## src/rtl/sensor_cmd_decoder.sv

```systemverilog
// Sensor command decoder: synchronises receiver frames, runs sensor request/done transactions, returns 2-byte responses.
// Define SENSOR_CMD_CONTINUOUS_EN to build continuous polling (mode register, period timer, commands 0x03-0x06).
module sensor_cmd_decoder #(
  parameter int unsigned NUM_SENSORS    = 32,
  parameter int unsigned TIMEOUT_CYCLES = 1_000_000,
  parameter int unsigned PERIOD_CYCLES  = 50_000_000
) (
  input  logic        clk,
  input  logic        rst_n,
  input  logic [15:0] rx_data,
  input  logic        rx_recived,
  output logic        sns_req,
  output logic [7:0]  sns_addr,
  input  logic        sns_done,
  input  logic        sns_ok,
  input  logic [7:0]  sns_temp,
  input  logic [7:0]  sns_hum,
  output logic        tx_valid,
  output logic [15:0] tx_data,
  input  logic        tx_ready,
  output logic [1:0]  state_out
);
  localparam int unsigned   TW       = (TIMEOUT_CYCLES > 1) ? $clog2(TIMEOUT_CYCLES) : 1;
  localparam logic [TW-1:0] TO_LAST  = TW'(TIMEOUT_CYCLES - 1);
  localparam logic [8:0]    ADDR_LIM = 9'(NUM_SENSORS);

  typedef enum logic [1:0] {IDLE = 2'd0, SENSOR = 2'd1, SEND = 2'd2} state_e;
  typedef enum logic [2:0] {OP_STATUS, OP_TEMP, OP_HUM, OP_CTEMP, OP_CHUM} op_e;

  state_e        state_q, state_d;
  op_e           op_q, op_d;
  logic [7:0]    addr_q, addr_d;
  logic [15:0]   tx_q, tx_d;
  logic [TW-1:0] tcnt_q, tcnt_d;
  logic [2:0]    sync_q;
  logic          rise_q;
  logic          pend_vld_q, pend_vld_d;
  logic [15:0]   pend_q, pend_d;
  logic [7:0]    cmd, cadr;
  logic          cmd_ok, adr_ok;
  logic          poll_go;
  logic [7:0]    poll_addr;
  op_e           poll_op;

  assign cmd    = pend_q[7:0];
  assign cadr   = pend_q[15:8];
  assign adr_ok = {1'b0, cadr} < ADDR_LIM;
`ifdef SENSOR_CMD_CONTINUOUS_EN
  assign cmd_ok = cmd <= 8'h06;

  typedef enum logic [1:0] {MODE_OFF, MODE_TEMP, MODE_HUM} mode_e;
  localparam int unsigned   PW       = (PERIOD_CYCLES > 1) ? $clog2(PERIOD_CYCLES) : 1;
  localparam logic [PW-1:0] PER_LAST = PW'(PERIOD_CYCLES - 1);

  mode_e         mode_q, mode_d;
  logic [7:0]    maddr_q, maddr_d;
  logic [PW-1:0] ptmr_q, ptmr_d;
  logic          pdue_q, pdue_d;
  logic          en_t, en_h, dis_t, dis_h, poll_start;

  // Order matters: timer tick, then poll start, then enable/disable overrides.
  always_comb begin
    mode_d  = mode_q;
    maddr_d = maddr_q;
    ptmr_d  = ptmr_q;
    pdue_d  = pdue_q;
    if (mode_q != MODE_OFF) begin
      if (ptmr_q == PER_LAST) begin
        ptmr_d = '0;
        pdue_d = 1'b1;
      end else begin
        ptmr_d = ptmr_q + PW'(1);
      end
    end
    if (poll_start) pdue_d = 1'b0;
    if (en_t || en_h) begin
      mode_d  = en_t ? MODE_TEMP : MODE_HUM;
      maddr_d = cadr;
      ptmr_d  = '0;
      pdue_d  = 1'b0;
    end
    if ((dis_t && mode_q == MODE_TEMP) || (dis_h && mode_q == MODE_HUM)) begin
      mode_d = MODE_OFF;
      ptmr_d = '0;
      pdue_d = 1'b0;
    end
  end

  always_ff @(posedge clk or negedge rst_n) begin
    if (!rst_n) begin
      mode_q  <= MODE_OFF;
      maddr_q <= '0;
      ptmr_q  <= '0;
      pdue_q  <= 1'b0;
    end else begin
      mode_q  <= mode_d;
      maddr_q <= maddr_d;
      ptmr_q  <= ptmr_d;
      pdue_q  <= pdue_d;
    end
  end

  assign poll_go   = pdue_q && (mode_q != MODE_OFF);
  assign poll_addr = maddr_q;
  assign poll_op   = (mode_q == MODE_HUM) ? OP_CHUM : OP_CTEMP;
`else
  assign cmd_ok    = cmd <= 8'h02;
  assign poll_go   = 1'b0;
  assign poll_addr = '0;
  assign poll_op   = OP_CTEMP;
`endif

  always_comb begin
    state_d    = state_q;
    op_d       = op_q;
    addr_d     = addr_q;
    tx_d       = tx_q;
    tcnt_d     = tcnt_q;
    pend_vld_d = pend_vld_q;
    pend_d     = pend_q;
`ifdef SENSOR_CMD_CONTINUOUS_EN
    en_t       = 1'b0;
    en_h       = 1'b0;
    dis_t      = 1'b0;
    dis_h      = 1'b0;
    poll_start = 1'b0;
`endif
    // A frame arriving while the buffer is still occupied is dropped.
    if (state_q == IDLE && pend_vld_q) pend_vld_d = 1'b0;
    if (rise_q && !pend_vld_q) begin
      pend_vld_d = 1'b1;
      pend_d     = rx_data;
    end
    case (state_q)
      IDLE: begin
        if (pend_vld_q) begin
          if (!cmd_ok) begin
            state_d = SEND;
            tx_d    = {cmd, 8'hE0};
          end else if (!adr_ok) begin
            state_d = SEND;
            tx_d    = {cadr, 8'hE1};
          end else begin
            state_d = SENSOR;
            addr_d  = cadr;
            tcnt_d  = '0;
            case (cmd)
              8'h00: op_d = OP_STATUS;
              8'h01: op_d = OP_TEMP;
              8'h02: op_d = OP_HUM;
`ifdef SENSOR_CMD_CONTINUOUS_EN
              8'h03: begin op_d = OP_CTEMP; en_t = 1'b1; end
              8'h04: begin op_d = OP_CHUM;  en_h = 1'b1; end
              8'h05: begin state_d = SEND; tx_d = {cadr, 8'h0A}; dis_t = 1'b1; end
              8'h06: begin state_d = SEND; tx_d = {cadr, 8'h0B}; dis_h = 1'b1; end
`endif
              default: op_d = op_q;
            endcase
          end
        end else if (poll_go) begin
          state_d = SENSOR;
          op_d    = poll_op;
          addr_d  = poll_addr;
          tcnt_d  = '0;
`ifdef SENSOR_CMD_CONTINUOUS_EN
          poll_start = 1'b1;
`endif
        end
      end
      SENSOR: begin
        tcnt_d = tcnt_q + TW'(1);
        if (sns_done) begin
          state_d = SEND;
          if (!sns_ok) tx_d = {addr_q, 8'h1F};
          else begin
            case (op_q)
              OP_STATUS: tx_d = {addr_q, 8'h07};
              OP_TEMP:   tx_d = {sns_temp, 8'h09};
              OP_HUM:    tx_d = {sns_hum, 8'h08};
              OP_CTEMP:  tx_d = {sns_temp, 8'h0C};
              default:   tx_d = {sns_hum, 8'h0D};
            endcase
          end
        end else if (tcnt_q == TO_LAST) begin
          state_d = SEND;
          tx_d    = {addr_q, 8'h1F};
        end
      end
      SEND: if (tx_ready) state_d = IDLE;
      default: state_d = IDLE;
    endcase
  end

  always_ff @(posedge clk or negedge rst_n) begin
    if (!rst_n) begin
      state_q    <= IDLE;
      op_q       <= OP_STATUS;
      addr_q     <= '0;
      tx_q       <= '0;
      tcnt_q     <= '0;
      sync_q     <= '0;
      rise_q     <= 1'b0;
      pend_vld_q <= 1'b0;
      pend_q     <= '0;
    end else begin
      state_q    <= state_d;
      op_q       <= op_d;
      addr_q     <= addr_d;
      tx_q       <= tx_d;
      tcnt_q     <= tcnt_d;
      sync_q     <= {sync_q[1:0], rx_recived};
      rise_q     <= sync_q[1] & ~sync_q[2];
      pend_vld_q <= pend_vld_d;
      pend_q     <= pend_d;
    end
  end

  assign sns_req   = (state_q == SENSOR);
  assign tx_valid  = (state_q == SEND);
  assign sns_addr  = addr_q;
  assign tx_data   = tx_q;
  assign state_out = state_q;
endmodule

```

## config.mk

```make
export PLATFORM = sky130hd
export DESIGN_NAME = sensor_cmd_decoder
export DESIGN_NICKNAME = d
export VERILOG_FILES = /design/src/rtl/sensor_cmd_decoder.sv
export SDC_FILE = /design/constraint.sdc
export NUM_CORES = 1
export LEC_CHECK = 0
export ABC_CLOCK_PERIOD_IN_PS = 2200
export CAP_MARGIN = 20
export CORE_MARGIN = 4
export CORE_UTILIZATION = 52
export DETAILED_ROUTE_END_ITERATION = 6
export MAX_ROUTING_LAYER = met4
export PLACE_DENSITY = 0.8
export SLEW_MARGIN = 10
export SYNTH_ARGS = -nofsm -noshare
export SYNTH_HDL_FRONTEND = slang
export SYNTH_SLANG_ARGS = --single-unit
```

## constraint.sdc

```tcl
create_clock -name clk -period 2.2 [get_ports clk]
set_input_delay 0.22 -clock clk [delete_from_list [all_inputs] [get_ports clk]]
set_output_delay 0.22 -clock clk [all_outputs]
set_load 0.02 [all_outputs]
```

==> run summary <==
worst-skew pair later-pin latency - 330 ps
proportion of layout cells with a drive suffix above 1 - 0.193
Unique masters post-synth - 46
type of the worst min-delay path - in -> reg
Clk pwr share - 0.225
H-tree levels - 3
Setup CP Type - reg -> reg
Post-Syn Instances - 304
YS warnings - 0
drt first pass iters - 4
first-pass GRT wire length - 13100 um
Vias - 2624
internal power - 2.66 mW
CP max FO - 14
maxcap violations - 0
top-area cell type share of the netlist area - 0.501
Comb power frac - 0.319
Pins Over Slew Limit - 0
# setup viols final - 0
pwr dens - 925 mW/mm^2
Detailed Route Iter0 Violations - 173
vias in the first global route - 2711
mean routed wirelength per cell - 16.8 um
ys async rst share - 1.00
post-synth net total - 348
CTS tree - done
remaining antenna violation count after routing - 0
num ports - 66
Routability Congestion - 0.917
Ant. Diodes - 0
largest net degree at the start of global routing - 27
sequential share of power - 0.456
Post-synth EDFFs - 0
clk slew on worst S/H paths - 60 ps
Critical Path Start Type - flop
nets - 427
total global routing overflow - 0
DR vias/cell - 5.67
Worst setup EP type - flop
area growth from synthesis to layout - 28.7%
final core occ - 0.706
core area - 0.00610 mm^2
post-CTS sizing - 0
clock sinks - 67
Filler cells - 480
Initial Util - 0.549
port bufs - 65
slew at the pin with the worst max-slew slack - 595 ps
DPL Wire Length - 5770 um
min Tclk post-route - 2000 ps
outcome - completed
Static Leak - 1.81 nW
Die Y-Extent - 88.2 um
slowest CP cell - dfrtp_1
Post-Syn Area - 0.00334 mm^2
final hold violation count - 0
net switching power - 1.33 mW
chain of cells forming the critical path - nor4_4, and3_1, nand3_1, nand3_2, mux2_2
syn_area_per_cell - 11.0 um^2
register area share after synthesis - 0.501
most area-consuming cells after synthesis - dfrtp_1 (50%), mux2_2 (8.4%), xnor2_1 (4.2%)
Critical Path AT - 2210 ps
Primary FF master, synth - dfrtp_1
Slew HR - 0.603
Tot GR Track Use - 0.228
worst vdd rail ir drop - 0.664 mV
row cnt - 28
CTS root buffer - clkbuf_8
final setup TNS - 0 ps
CTS max path bufs - 2
FF+latch count, synth - 67
Tcrit/Tclk final - 0.910
final wirelength - 7760 um
initial antenna violation count - 0
die area - 0.00778 mm^2
Layout Skew - 8.25 ps
crit-path max cell delay - 420 ps
CTS buffer count - 9
fmax - 499 MHz
Worst EP required - 2410 ps
Synth area leader - dfrtp_1
RSZ-0062 raised after global routing - no
Sw Ratio - 0.333
Die X - 88.2 um
drt drc - 0
-- per-layer routing --
metal	track usage	routed length (um)	vias to the layer above	share of wire
met2	0.339	3600	69	0.46
met3	0.0593	407	10	0.052
li1	-	-	1242	-
met5	-	0	-	0
met4	0.0783	113	0	0.015
met1	0.304	3640	1303	0.47
-- logic make-up (layout without fill, tap and decap cells) --
group,after synthesis,in the layout,synth area share
mux,25,25,0.0842
compound gates,47,47,0.0965
buf+inv,19,103,0.0314
flops,67,67,0.501
simple gates,124,124,0.222
xor+xnor,16,16,0.0419
fa+ha+maj,6,6,0.0224
-- Yosys cell counts, types with 8 or more instances --
cell,number
nand2_1,36
a21oi_1,10
mux2_2,25
nand3_1,10
nor2_1,26
xnor2_1,16
a22oi_1,8
dfrtp_1,67
-- power by group through the flow --
stage	registers, mW	logic (mW)	clock network (mW)
final	1.82	1.27	0.895
after global routing	1.86	1.37	0.988
after detailed placement	1.84	1.27	0
after CTS	1.82	1.28	0.920
after floorplan	1.88	0.654	0
after global placement	1.82	1.25	0
-- final timing paths --
kind                             from    endpoint  slack, ps  depth (start not counted)
min in group asynchronous       rst_n  pend_q[10]        420                          2
hold reg to reg             sync_q[0]   sync_q[1]        350                          0
max in group asynchronous       rst_n  tcnt_q[13]       1020                          3
setup reg to reg            pend_q[2]  tx_data[0]        200                          5
setup / recovery            pend_q[2]  tx_data[0]        200                          5
hold / removal             rx_recived   sync_q[0]        330                          1
-- registers in the layout, indices dropped and copies added, names as in the netlist --
| signal | count |
|---|---|
| tcnt_q | 20 |
| pend_q | 16 |
| tx_data | 14 |
| sns_addr | 8 |
| sync_q | 3 |
| op_q | 2 |
| state_out | 2 |
| pend_vld_q | 1 |
| rise_q | 1 |
-- cell usage in the layout, fill, tap and decap left out, types with 2 or more instances in the layout --
cell type / instances
o21ai_0: 6
a22o_1: 4
a211oi_1: 6
and4_1: 3
xnor2_1: 16
nor4b_1: 4
buf_4: 17
a31oi_1: 6
dfrtp_1: 67
nor2b_1: 5
a32oi_1: 2
nor3_1: 6
mux2_2: 25
nand4_2: 2
nor4_2: 6
clkbuf_8: 11
inv_1: 4
or2_2: 2
clkinv_2: 2
clkdlybuf4s50_1: 64
nand3_1: 10
and2_1: 5
clkbuf_1: 3
a21oi_1: 10
a22oi_1: 8
ha_1: 6
and3_1: 4
or3_1: 3
nor2_1: 26
nand2_1: 36
-- critical path, delay by kind of cell (launching register included) --
kind | cells | cell delay [ps]
simple gates | 4 | 1090
flops | 1 | 420
mux | 1 | 380
-- stage by stage --
| step | worst slack, ps | instances | area [um^2] | power, mW | hold WS, ps |
|---|---|---|---|---|---|
| floorplan | 323 | 304 | 3340 | 2.54 | -75.6 |
| global placement | 175 | 446 | 4120 | 3.07 | 246 |
| detailed placement | 168 | 446 | 4120 | 3.11 | 256 |
| CTS | 165 | 463 | 4300 | 4.02 | 316 |
| global route | 39.7 | 463 | 4300 | 4.22 | 321 |
| finish | 197 | 463 | 4300 | 3.98 | 332 |
-- final cells by class --
type                            count  area, um^2  area share
Tap cell                           75        93.8      0.0218
Sequential cell                    67        1680       0.390
Multi-Input combinational cell    218        1560       0.363
Clock inverter                      2        10.0     0.00233
Inverter                            4        15.0     0.00349
Timing Repair Buffer               83         783       0.182
Clock buffer                       14         163      0.0378
-- repair_timing --
| item | 4_1_cts | 5_1_grt |
|---|---|---|
| setup buffers | 0 | 0 |
| hold buffers | 1 | 0 |
| hold endpoints to repair | 23 | 0 |
No activity file was read; power rests on OpenSTA's default activity.
